$ cat src/rtl/evm_pkg.sv
// Shared definitions for the EVM session controller and vote datapath:
// session states, default widths and the one-hot selection check.
package evm_pkg;

  localparam int unsigned NUM_PARTY_DEF = 3;
  localparam int unsigned CNT_W_DEF     = 7;

  typedef enum logic [2:0] {
    ST_IDLE   = 3'd0,
    ST_OPEN   = 3'd1,
    ST_ARMED  = 3'd2,
    ST_CAST   = 3'd3,
    ST_CLOSED = 3'd4
  } state_t;

  // True when exactly one bit is set; callers zero-extend narrower selections.
  function automatic logic is_onehot(input logic [31:0] v);
    return (v != '0) && ((v & (v - 32'd1)) == '0);
  endfunction

endpackage

$ cat src/rtl/evm_ballot_timer.sv
// Loadable down-counter that holds at zero and flags it; times out an armed ballot.
module evm_ballot_timer #(
  parameter int unsigned W = 20
) (
  input  logic         clk,
  input  logic         rst_n,
  input  logic         i_load,
  input  logic [W-1:0] i_load_val,
  input  logic         i_en,
  output logic         o_zero
);

  logic [W-1:0] r_cnt;

  always_ff @(posedge clk or negedge rst_n) begin
    if (!rst_n) begin
      r_cnt <= '0;
    end else if (i_load) begin
      r_cnt <= i_load_val;
    end else if (i_en && (r_cnt != '0)) begin
      r_cnt <= r_cnt - W'(1);
    end
  end

  assign o_zero = (r_cnt == '0);

endmodule

$ cat src/rtl/evm_session_ctrl.sv
// Polling-session sequencer: opens/closes the poll, arms one ballot per
// authorisation and turns a qualified voter press into a one-cycle party increment.
module evm_session_ctrl
  import evm_pkg::*;
#(
  parameter int unsigned NUM_PARTY   = NUM_PARTY_DEF,
  parameter int unsigned CNT_W       = CNT_W_DEF,
  parameter int unsigned TIMEOUT_CYC = 1000000,
  parameter int unsigned MAX_RETRY   = 3
) (
  input  logic                 clk,
  input  logic                 rst_n,
  input  logic                 open_poll,
  input  logic                 close_poll,
  input  logic                 ballot_auth,
  input  logic                 vote_btn,
  input  logic [NUM_PARTY-1:0] vote_sel,
  output logic                 start_vote,
  output logic [NUM_PARTY-1:0] party_inc,
  output logic                 vote_accept,
  output logic                 vote_reject,
  output logic                 ballot_void,
  output logic                 poll_open,
  output logic                 poll_closed,
  output logic [CNT_W-1:0]     ballots_cast
);

  localparam int unsigned TW = (TIMEOUT_CYC > 2) ? $clog2(TIMEOUT_CYC) : 1;
  localparam int unsigned RW = $clog2(MAX_RETRY + 1);

  state_t               r_state, w_next;
  logic [RW-1:0]        r_retry, w_retry, w_retry_inc;
  logic [CNT_W-1:0]     r_cnt, w_cnt;
  logic                 r_close_pend, w_close_pend;
  logic                 w_load, w_zero;
  logic [NUM_PARTY-1:0] w_party_inc, r_party_inc;
  logic                 w_accept, w_reject, w_void;
  logic                 r_accept, r_reject, r_void;
  logic                 r_start, r_open, r_closed;

  evm_ballot_timer #(
    .W (TW)
  ) u_timer (
    .clk        (clk),
    .rst_n      (rst_n),
    .i_load     (w_load),
    .i_load_val (TW'(TIMEOUT_CYC - 1)),
    .i_en       (r_state == ST_ARMED),
    .o_zero     (w_zero)
  );

  assign w_retry_inc = r_retry + RW'(1);

  always_comb begin
    w_next       = r_state;
    w_retry      = r_retry;
    w_cnt        = r_cnt;
    w_close_pend = r_close_pend;
    w_load       = 1'b0;
    w_party_inc  = '0;
    w_accept     = 1'b0;
    w_reject     = 1'b0;
    w_void       = 1'b0;
    case (r_state)
      ST_IDLE: begin
        if (open_poll) w_next = ST_OPEN;
      end
      ST_OPEN: begin
        if (close_poll || r_close_pend) begin
          w_next = ST_CLOSED;
        end else if (ballot_auth) begin
          w_next  = ST_ARMED;
          w_load  = 1'b1;
          w_retry = '0;
        end
      end
      ST_ARMED: begin
        if (close_poll) w_close_pend = 1'b1;
        // A press on the expiry cycle takes priority over the timeout.
        if (vote_btn) begin
          if (is_onehot(32'(vote_sel))) begin
            w_next      = ST_CAST;
            w_party_inc = vote_sel;
            w_accept    = 1'b1;
            w_cnt       = r_cnt + CNT_W'(1);
          end else begin
            w_reject = 1'b1;
            w_retry  = w_retry_inc;
            if (w_retry_inc == RW'(MAX_RETRY)) begin
              w_void = 1'b1;
              w_next = ST_OPEN;
            end
          end
        end else if (w_zero) begin
          w_void = 1'b1;
          w_next = ST_OPEN;
        end
      end
      ST_CAST: begin
        if (close_poll) w_close_pend = 1'b1;
        // ballots_cast already holds the incremented value; close at full scale.
        if (r_close_pend || (r_cnt == '1)) w_next = ST_CLOSED;
        else                               w_next = ST_OPEN;
      end
      ST_CLOSED: w_next = ST_CLOSED;
      default:   w_next = ST_IDLE;
    endcase
  end

  always_ff @(posedge clk or negedge rst_n) begin
    if (!rst_n) begin
      r_state      <= ST_IDLE;
      r_retry      <= '0;
      r_cnt        <= '0;
      r_close_pend <= 1'b0;
      r_party_inc  <= '0;
      r_accept     <= 1'b0;
      r_reject     <= 1'b0;
      r_void       <= 1'b0;
      r_start      <= 1'b0;
      r_open       <= 1'b0;
      r_closed     <= 1'b0;
    end else begin
      r_state      <= w_next;
      r_retry      <= w_retry;
      r_cnt        <= w_cnt;
      r_close_pend <= w_close_pend;
      r_party_inc  <= w_party_inc;
      r_accept     <= w_accept;
      r_reject     <= w_reject;
      r_void       <= w_void;
      r_start      <= (w_next == ST_ARMED);
      r_open       <= (w_next == ST_OPEN) || (w_next == ST_ARMED) || (w_next == ST_CAST);
      r_closed     <= (w_next == ST_CLOSED);
    end
  end

  assign start_vote   = r_start;
  assign party_inc    = r_party_inc;
  assign vote_accept  = r_accept;
  assign vote_reject  = r_reject;
  assign ballot_void  = r_void;
  assign poll_open    = r_open;
  assign poll_closed  = r_closed;
  assign ballots_cast = r_cnt;

endmodule

$ cat config.mk
export PLATFORM = sky130hd
export DESIGN_NAME = evm_session_ctrl
export DESIGN_NICKNAME = d
export VERILOG_FILES = /design/src/rtl/evm_pkg.sv /design/src/rtl/evm_ballot_timer.sv /design/src/rtl/evm_session_ctrl.sv
export SDC_FILE = /design/constraint.sdc
export NUM_CORES = 1
export LEC_CHECK = 0
export ABC_AREA = 1
export ABC_CLOCK_PERIOD_IN_PS = 2900
export CAP_MARGIN = 5
export CORE_MARGIN = 2
export CORE_UTILIZATION = 45
export CTS_BUF_LIST = sky130_fd_sc_hd__clkbuf_4 sky130_fd_sc_hd__clkbuf_8
export DETAILED_ROUTE_END_ITERATION = 10
export GPL_ROUTABILITY_DRIVEN = 1
export PLACE_DENSITY = 0.66
export SETUP_SLACK_MARGIN = 0.3
export SYNTH_ARGS = -nofsm -noshare
export SYNTH_HDL_FRONTEND = slang
export SYNTH_SLANG_ARGS = --single-unit
$ cat constraint.sdc
create_clock -name clk -period 2.9 [get_ports clk]
set_input_delay 0.725 -clock clk [delete_from_list [all_inputs] [get_ports clk]]
set_output_delay 0.725 -clock clk [all_outputs]
set_load 0.01 [all_outputs]
# Word level (Yosys, flattened, before mapping)
# Index checks and enable logic that the tools add are counted.
[word_totals]
register_bits = 42
n_memories = 0
latchBits = 0
mem_bits_ro = 0
ram_bits = 0
elab_cells = 81
output_inout_bits = 16
inputBits = 9
[op_classes]
n_mux = 33
n_mul = 0
shift = 0
n_eq_ne = 14
magnitude_cmp = 0
addsub = 4
reduce_logical = 17
bitwise_logic = 1
div = 0
[ops]
columns = ["operator", "n"]
rows = [
  ["20-bit 2-to-1 mux", 2],
  ["3-bit 2-to-1 mux", 11],
  ["3-bit by 32-bit AND with 32-bit output", 1],
  ["32-bit zero test", 1],
  ["20-bit zero test", 1],
  ["20-bit nonzero test", 1],
  ["20-bit by 1-bit subtractor with 20-bit output, second input constant", 1],
  ["3-bit case mux with 5 select lines", 1],
  ["1-bit 2-to-1 mux", 14],
  ["3-bit by 2-bit equality test with 1-bit output, second input constant", 4],
  ["2-bit 2-to-1 mux", 4],
  ["2-bit inequality test, second input constant", 4],
  ["7-bit by 1-bit adder with 7-bit output, second input constant", 1],
  ["7-bit equality test, second input constant", 1],
  ["3-bit by 1-bit equality test with 1-bit output, second input constant", 2],
  ["3-bit equality test, second input constant", 2],
  ["5-bit AND reduction", 1],
  ["1-bit logical OR", 4],
  ["2-bit case mux with 2 select lines", 1],
  ["2-bit nonzero test", 2],
  ["3-bit by 1-bit subtractor with 4-bit output, second input constant", 1],
  ["3-bit zero test", 1],
  ["3-bit AND reduction", 1],
  ["3-bit nonzero test", 1],
  ["other kinds (5)", 6],
]

# Logic depth before layout (Yosys ltp)
# Gate-level depths: netlist of run 1.
[depth]
word_depth = 10
depth_mapped = 11
mapped_depth_nobuf = 10

# Hierarchy
# From an unflattened synthesis of run 1, not the netlist that was laid out.
[hier_totals]
hier_cells = 359
hier_area_um2 = 2712.6
[modules_own_cells]
columns = ["mod", "seq_area_each_um2", "cells_per_inst", "n_inst", "area_each_um2"]
rows = [
  ["evm_ballot_timer", 500.5, 228, 1, 1601.5],
  ["evm_session_ctrl", 550.5, 131, 1, 1111.1],
]

# Worst setup path before layout of run 1
# Ideal clock, no wire load.
[synth_path]
path_kind = "input -> register"
startpoint = "input vote_sel[0]"
endpoint = "register r_cnt[5], in the netlist ballots_cast[5]"
required_ps = 2774
path_slack_ps = 1242
setup_time_ps = 126
path_buffers = 0
path_stages = 9
arrival_ps = 1532
cell_sequence = "inv_1 nand2_1 nand2_1 nand2_1 nor2_8 inv_4 nor2_4 nand2_1 xnor2_1"
[synth_via]
elab_chain_cells = 5
word_cells_on_any_way = 6
cone_classes = "add/sub (1); bitwise (1); reduce/logical (4)"
[synth_rtl]
columns = ["element", "line", "text"]
rows = [
  ["start: declaration", "evm_session_ctrl.sv:17", "input logic [NUM_PARTY-1:0] vote_sel,"],
  ["3-bit by 1-bit subtractor with 4-bit output", "evm_pkg.sv:18", "return (v != '0) && ((v & (v - 32'd1)) == '0);"],
  ["3-bit by 32-bit AND with 32-bit output", "evm_pkg.sv:18", ""],
  ["32-bit zero test", "evm_pkg.sv:18", ""],
  ["1-bit logical AND (*)", "evm_pkg.sv:18", ""],
  ["3-bit AND reduction (no source line) (*)", "--", ""],
  ["end signal: assignment", "evm_session_ctrl.sv:126", "r_cnt <= w_cnt;"],
  ["end: declaration", "evm_session_ctrl.sv:33", "logic [CNT_W-1:0] r_cnt, w_cnt;"],
]
# Every way passes the cells marked *; elsewhere a longest branch is shown, timed or not.
# A chain may end at the register's enable or synchronous reset.

# Worst setup path in the final report of run 1
[layout_path]
startpoint = "register r_cnt[3], in the netlist ballots_cast[3]"
endpoint = "output ballots_cast[3]"
[layout_lines]
columns = ["element", "line", "text"]
rows = [
  ["end: declaration", "evm_session_ctrl.sv:25", "output logic [CNT_W-1:0] ballots_cast"],
]
# No word-level cell between the ends.

==> results of run 1 <==
## path summary, 6_finish.rpt
kind                                                  to  slack (ns)  cells past startpoint
max                                      ballots_cast[3]        0.90                      1
min                        u_timer.r_cnt[18]$_DFFE_PN0P_        0.49                      2
max reg2reg                 u_timer.r_cnt[7]$_DFFE_PN0P_        0.98                     10
min reg2reg                u_timer.r_cnt[18]$_DFFE_PN0P_        0.49                      2
max in group asynchronous           start_vote$_DFF_PN0_        1.77                      1
min in group asynchronous   u_timer.r_cnt[2]$_DFFE_PN0P_        0.57                      1
## placed cells by master (no fill, tap or decap), types with 3 or more instances in the layout
master / count
a21oi_1: 4
clkbuf_8: 5
clkdlybuf4s50_1: 23
dfrtp_1: 42
ha_1: 3
inv_1: 29
nand2_1: 85
nand2_4: 3
nand3_1: 27
nand3b_1: 3
nand4_1: 5
nor2_1: 41
o21ai_0: 12
o21ai_1: 3
or2_2: 3
xnor2_1: 6
xor2_1: 8
## power groups by stage
stage | Combinational [W] | Clock (W) | Sequential, W
CTS | 0.000704 | 0.000389 | 0.000864
detailed placement | 0.000701 | 0 | 0.000873
global placement | 0.000692 | 0 | 0.000873
floorplan | 0.000521 | 0 | 0.000858
global route | 0.000821 | 0.000403 | 0.000886
finish | 0.000694 | 0.000371 | 0.000863
## Yosys cell counts (all sizes together), types with 4 or more instances
| library cell | number | area [µm²] |
|---|---|---|
| nand2 | 90 | 365.4 |
| nor2 | 47 | 229.0 |
| xor2 | 8 | 70.07 |
| xnor2 | 6 | 52.55 |
| nand3 | 29 | 155.2 |
| inv | 32 | 125.1 |
| a21oi | 4 | 20.02 |
| o21ai | 17 | 92.59 |
| dfrtp | 42 | 1051 |
| nand4 | 5 | 31.28 |
## kinds of logic after synthesis
| family | Yosys count |
|---|---|
| and+or+nand+nor | 180 |
| DFF | 42 |
| AOI/OAI and AO/OA | 21 |
| adders and majority gates | 3 |
| xor gates and xnor gates | 14 |
| buffers and inverters | 36 |
## flip-flops by register name (all words and copies together), names as in the netlist
signal	flops
u_timer.r_cnt	20
ballots_cast	7
party_inc	3
r_state	3
r_retry	2
ballot_void	1
poll_closed	1
poll_open	1
r_close_pend	1
start_vote	1
vote_accept	1
vote_reject	1
## through the flow
step / area, µm² / total power, W / utilization / hold slack (ns)
global placement: 2625 / 0.001564 / 0.5206 / 0.4672
global route: 2709 / 0.002110 / 0.5372 / 0.5303
finish: 2709 / 0.001927 / 0.5372 / 0.4895
CTS: 2709 / 0.001958 / 0.5372 / 0.4942
floorplan: 2322 / 0.001379 / - / 0.4294
detailed placement: 2625 / 0.001573 / 0.5206 / 0.4750
## layer usage
layer  share of wire  global-route usage
met1            0.47              0.2352
met2            0.49              0.3084
met3           0.030             0.03704
met4           0.017             0.06628
met5               0                   0
## cell type report
class	count	area [µm²]
flip-flops and latches	42	1051
clock buffers	6	76.32
inverters	33	128.9
clock inverters	1	7.507
repair buffers	25	242.7
multi-input cells	218	1115
fillers	502	2333
well taps	70	87.58
==> key figures, run 1 <==
Route
  • DR pass1 iterations: 4
  • Total wire length: 4.575 mm
  • Final ANT Viol Nets: 0
  • Via/cell ratio: 4.848
  • # DRC: 0
  • Routed wire per std cell: 11.58 µm
  • Via count: 1915
  • DRT iter0 DRCs: 108

Clock tree
  • Clk root buf: clkbuf_8
  • Cts repair resizes: 0
  • CTS hold repair buffers: 0
  • Clk pin slew, worst setup/hold paths: 0.08 ns
  • CTS tree: done
  • Clock Path Buffers: 2
  • CTS buffer count: 5
  • Post-CTS Setup Bufs: 0
  • H-tree depth: 2
  • Clk_lat worst skew: 0.29 ns
  • Clock Sinks: 42

Placement
  • Routability cong.: 0.9087
  • Post-DP HPWL: 3.394 mm
  • Dpl ws: 0.6123 ns
  • # port buffers: 24
  • Placed Cells: 388

Hold path
  • Hold WC Path Type: reg2reg
  • Hold path start: u_timer.r_cnt[18]$_DFFE_PN0P_

Logic synthesis
  • Seq/Total Area, Yosys: 0.4526
  • Largest family of logic cells by synthesized area: simple AND/OR/NAND/NOR gates
  • Yosys Warn Count: 0
  • Synthesized cell area: 0.002322 mm²
  • Netlist cell types: 28
  • EDFF count, synth: 0
  • Syn Inst Count: 296
  • Simple-gate share of the synthesized area: 0.3626
  • Syn Area/Cell: 7.845 µm²
  • Syn Nets: 308
  • Number of synthesized register bits: 42
  • Multiplexer area fraction after synthesis: 0
  • FFs w/ async S/R, synth: 1.000
  • Synth Area in Adders: 0.01616
  • Post-synthesis xor/xnor area fraction: 0.05280
  • Primary FF master, synth: dfrtp_1
  • Post-synthesis compound-gate area fraction: 0.04849

Outcome
  • Status: completed

Setup path
  • Worst path cell trace: clkdlybuf4s50_1
  • Crit path DAT: 1.27 ns
  • CP max-delay cell: clkdlybuf4s50_1
  • Worst path max stage delay: 0.56 ns
  • Setup CP Type: reg2out
  • Reg2Reg Launch Point: u_timer.r_cnt[0]$_DFFE_PN0P_
  • CP top delay family: buffers and inverters
  • Critical Path RT: 2.17 ns
  • Maximum fanout along the worst path: 4
  • CP Buf/Inv Count: 1
  • CP startpoint: ballots_cast[3]$_DFFE_PN0P_
  • Critical path endpoint category: output port
  • Startpoint Class: register

Timing
  • Measured slew at the worst slew-check pin: 0.9176 ns
  • Slew headroom: 0.3882
  • Minimum clock period: 1.995 ns
  • RSZ-0062 raised after global routing: false
  • Final setup vio count: 0
  • Final Hold Fails: 0
  • Fmax achieved: 0.5011 GHz
  • Final clock skew: 0.003419 ns
  • Slew Limit Fails: 0
  • Post-Route Setup TNS: 0 ns
  • Final period util: 0.6881
  • Setup ws final: 0.9045 ns

Cells and area
  • Final #Nets: 337
  • Number of diodes: 0
  • Share of layout cells above drive strength 1: 0.09538
  • Final Instance Count excl. Fillers: 395
  • Area delta synth->final: 16.65%

Power and ir drop
  • P_sw: 0.0007526 W
  • Leakage power: 1.345 nW
  • Max rail drop VDD: 0.3968 mV
  • Pwr dens: 711.3 mW/mm²
  • Combinational share of power: 0.360
  • Sw Ratio: 0.3905
  • Clock power frac: 0.192
  • Int Pwr: 0.001174 W
  • Sequential fraction of design power: 0.448

Global route
  • Initial antenna violation count: 0
  • Largest net degree at the start of global routing: 43
  • Overall Global Routing Usage: 0.1841
  • Total grt overflow: 0
  • Vias in the first global route: 1828
  • First-pass GRT wire length: 8.093 mm

Floorplanning
  • Die width: 75.84 µm
  • Core Rows: 26
  • Die area: 0.005751 mm²
  • Initial Util: 0.4605
  • Core area: 0.005042 mm²
  • Die H: 75.84 µm
  • IO Pins: 25

Job
  • # Max-Cap Violations: 0
(Power assumes the default switching activity.)
==> run 2: changes to the inputs <==
ABC_CLOCK_PERIOD_IN_PS = 1700   (was 2900)
PLACE_DENSITY = 0.68   (was 0.66)
clock period = 1.7 ns   (was 2.9 ns; I/O delays follow)
==> run 2 against run 1 <==
- cell count up 14%
- count of clock-buffer cells in the layout down 1
- routed wire length grew 40%
- global-route usage is 5.7 points higher
- final area up 29%
- clock skew increased by 0.0076 ns
- die area unchanged
- setup slack worse by 0.77 ns
- largest cell class unchanged
- sequential cell count did not move
- first-iteration DRC count rose by 76%
==> key figures, run 2 (synthesized netlist as in run 1, its figures left out) <==
Outcome
  • Status: completed

Cells and area
  • Final #Nets: 393 (+17%)
  • Final Cell Area: 0.003490 mm² (+29%)
  • Register area: 0.001054 mm² (+0.24%)
  • Most flop-heavy register: u_timer.r_cnt
  • Max reg flops: 20 (unchanged)
  • Most common cell after layout, fill and taps aside: nand2_1
  • Area delta synth->final: 50.27%
  • # fillers: 367 (-27%)
  • Most frequent cells in the layout: nand2_1 (63), buf_4 (45), dfrtp_1 (40)
  • Multi-input logic area: 0.001414 mm² (+27%)
  • Share of layout cells above drive strength 1: 0.4136 (+0.3182)
  • Number of diodes: 0 (unchanged)
  • Final Instance Count excl. Fillers: 452 (+14%)

Timing
  • Fmax achieved: 0.6368 GHz
  • Final setup vio count: 0 (unchanged)
  • Slew headroom: 0.7155 (+0.3272)
  • Final clock skew: 0.01105 ns (+0.007635 ns)
  • Minimum clock period: 1.570 ns
  • Final Hold Fails: 0 (unchanged)
  • RSZ-0062 raised after global routing: true
  • Slew Limit Fails: 0 (unchanged)
  • Final period util: 0.9238
  • Post-Route Setup TNS: 0 ns (unchanged)
  • Measured slew at the worst slew-check pin: 0.4268 ns (-0.4909 ns)

Power and ir drop
  • Int Pwr: 0.002432 W (+110%)
  • Clock power frac: 0.160 (-0.032)
  • Sw Ratio: 0.4240 (+0.03342)
  • Leakage power: 1.744 nW (+30%)
  • Combinational share of power: 0.501 (+0.141)
  • Max rail drop VDD: 0.7141 mV (+80%)
  • Tot Pwr: 0.004221 W (+120%)
  • Sequential fraction of design power: 0.339 (-0.109)
  • P_sw: 0.001790 W (+140%)
  • Pwr dens: 1210 mW/mm² (+70%)

Placement
  • Routability cong.: 0.8668 (-4.6%)
  • Placed Cells: 416 (+7.2%)
  • DP Area: 0.002865 mm² (+9.2%)
  • # port buffers: 24 (unchanged)
  • Post-DP HPWL: 3.820 mm (+13%)

Clock tree
  • Clk_lat worst skew: 0.31 ns (+0.02 ns)
  • H-tree depth: 2 (unchanged)
  • Clk pin slew, worst setup/hold paths: 0.09 ns (about the same)
  • Clock Path Buffers: 2 (unchanged)
  • CTS tree: done
  • CTS hold repair buffers: 0 (unchanged)
  • CTS buffer count: 5 (unchanged)
  • Clk root buf: clkbuf_8
  • Clock Sinks: 42 (unchanged)

Floorplanning
  • Die H: 75.84 µm (unchanged)
  • Core Rows: 26 (unchanged)
  • IO Pins: 25 (unchanged)
  • Die area: 0.005751 mm² (unchanged)
  • Die width: 75.84 µm (unchanged)
  • Initial Util: 0.4605 (unchanged)
  • Core area: 0.005042 mm² (unchanged)

Job
  • # Max-Cap Violations: 0 (unchanged)

Hold path
  • Hold WC Path Type: in2async

Route
  • Via count: 2288 (+19%)
  • DR pass1 iterations: 4 (unchanged)
  • DRT iter0 DRCs: 190 (+76%)
  • Total wire length: 6.424 mm (+40%)
  • Final ANT Viol Nets: 0 (unchanged)
  • Routed wire per std cell: 14.21 µm (+23%)
  • # DRC: 0 (unchanged)
  • Via/cell ratio: 5.062 (+4.4%)

Setup path
  • Most used cell, CP: nand2_4
  • Critical Path RT: 1.91 ns (-0.26 ns)
  • Critical path endpoint category: register
  • Worst path max stage delay: 0.41 ns (-0.15 ns)
  • Startpoint Class: register
  • Maximum fanout along the worst path: 3 (-1)
  • CP top delay family: simple AND/OR/NAND/NOR gates
  • Worst path cell trace: nor2_2, nand2_2, nor2_4, nand3_4, buf_6, nand2_4, nand2_4, a21oi_4, nand2_1
  • CP Buf/Inv Count: 1 (unchanged)
  • CP max-delay cell: dfrtp_1
  • Setup CP Type: reg2reg
  • Crit path DAT: 1.78 ns (+0.51 ns)

Global route
  • First-pass GRT wire length: 10.30 mm (+27%)
  • Vias in the first global route: 2230 (+22%)
  • Initial antenna violation count: 0 (unchanged)
  • Largest net degree at the start of global routing: 27 (-37%)
  • Total grt overflow: 0 (unchanged)
  • Overall Global Routing Usage: 0.2413 (+0.05725)
[run 2: path summary, 6_finish.rpt]
path / from / to / slack [ns] / cells after the start
min reg2reg: u_timer.r_cnt[18]$_DFFE_PN0P_ / u_timer.r_cnt[18]$_DFFE_PN0P_ / 0.51 / 2
max: u_timer.r_cnt[5]$_DFFE_PN0P_ / poll_open$_DFF_PN0_ / 0.13 / 9
max in group asynchronous: rst_n / r_state[0]$_DFF_PN0_ / 1.17 / 2
min in group clk: vote_sel[2] / party_inc[2]$_DFF_PN0_ / 0.49 / 3
max reg2reg: u_timer.r_cnt[5]$_DFFE_PN0P_ / poll_open$_DFF_PN0_ / 0.13 / 9
min: rst_n / ballots_cast[6]$_DFFE_PN0P_ / 0.04 / 1
[run 2: what timing repair did]
item                                    in CTS  in global routing
resized for setup                           90                 47
pin swaps                                   28                  8
endpoints found under the setup margin      54                 41
gates cloned                                 2                  0
setup buffers                               20                  6
[run 2: metrics by stage]
step | utilization | hold slack (ns) | setup WS, ns
2_1_floorplan | - | 0.1294 | 0.1874
3_3_place_gp | 0.5682 | 0.3806 | -0.2172
3_5_place_dp | 0.5682 | 0.3799 | -0.2932
4_1_cts | 0.6591 | 0.05401 | 0.1154
5_1_grt | 0.6921 | 0.08023 | 0.05440
6_report | 0.6921 | 0.04281 | 0.1296
[run 2: power by group through the flow]
stage	combinational (W)	clock [W]	sequential [W]
detailed placement	0.00153	0	0.00143
CTS	0.00189	0.000675	0.00141
global route	0.00230	0.000714	0.00146
finish	0.00212	0.000676	0.00143
global placement	0.00150	0	0.00143
floorplan	0.000916	0	0.00147
[run 2: layer usage]
layer  wire, µm  GRT usage  part of all wire  vias up
li1           -          -                 -     1103
met1       2858     0.3189              0.44     1106
met2       3112     0.3908              0.48       66
met3        317    0.04894             0.049       13
met4        137    0.08967             0.021        0
met5          0          0                 0        -
[run 2: cell type report]
| type | instances | share of cell area |
|---|---|---|
| Inverter | 33 | 0.04016 |
| Sequential cell | 42 | 0.3019 |
| Tap cell | 70 | 0.02510 |
| Timing Repair Buffer | 79 | 0.1972 |
| Multi-Input combinational cell | 219 | 0.4052 |
| Clock buffer | 5 | 0.01972 |
| Clock inverter | 3 | 0.006095 |
| Timing Repair inverter | 1 | 0.004661 |
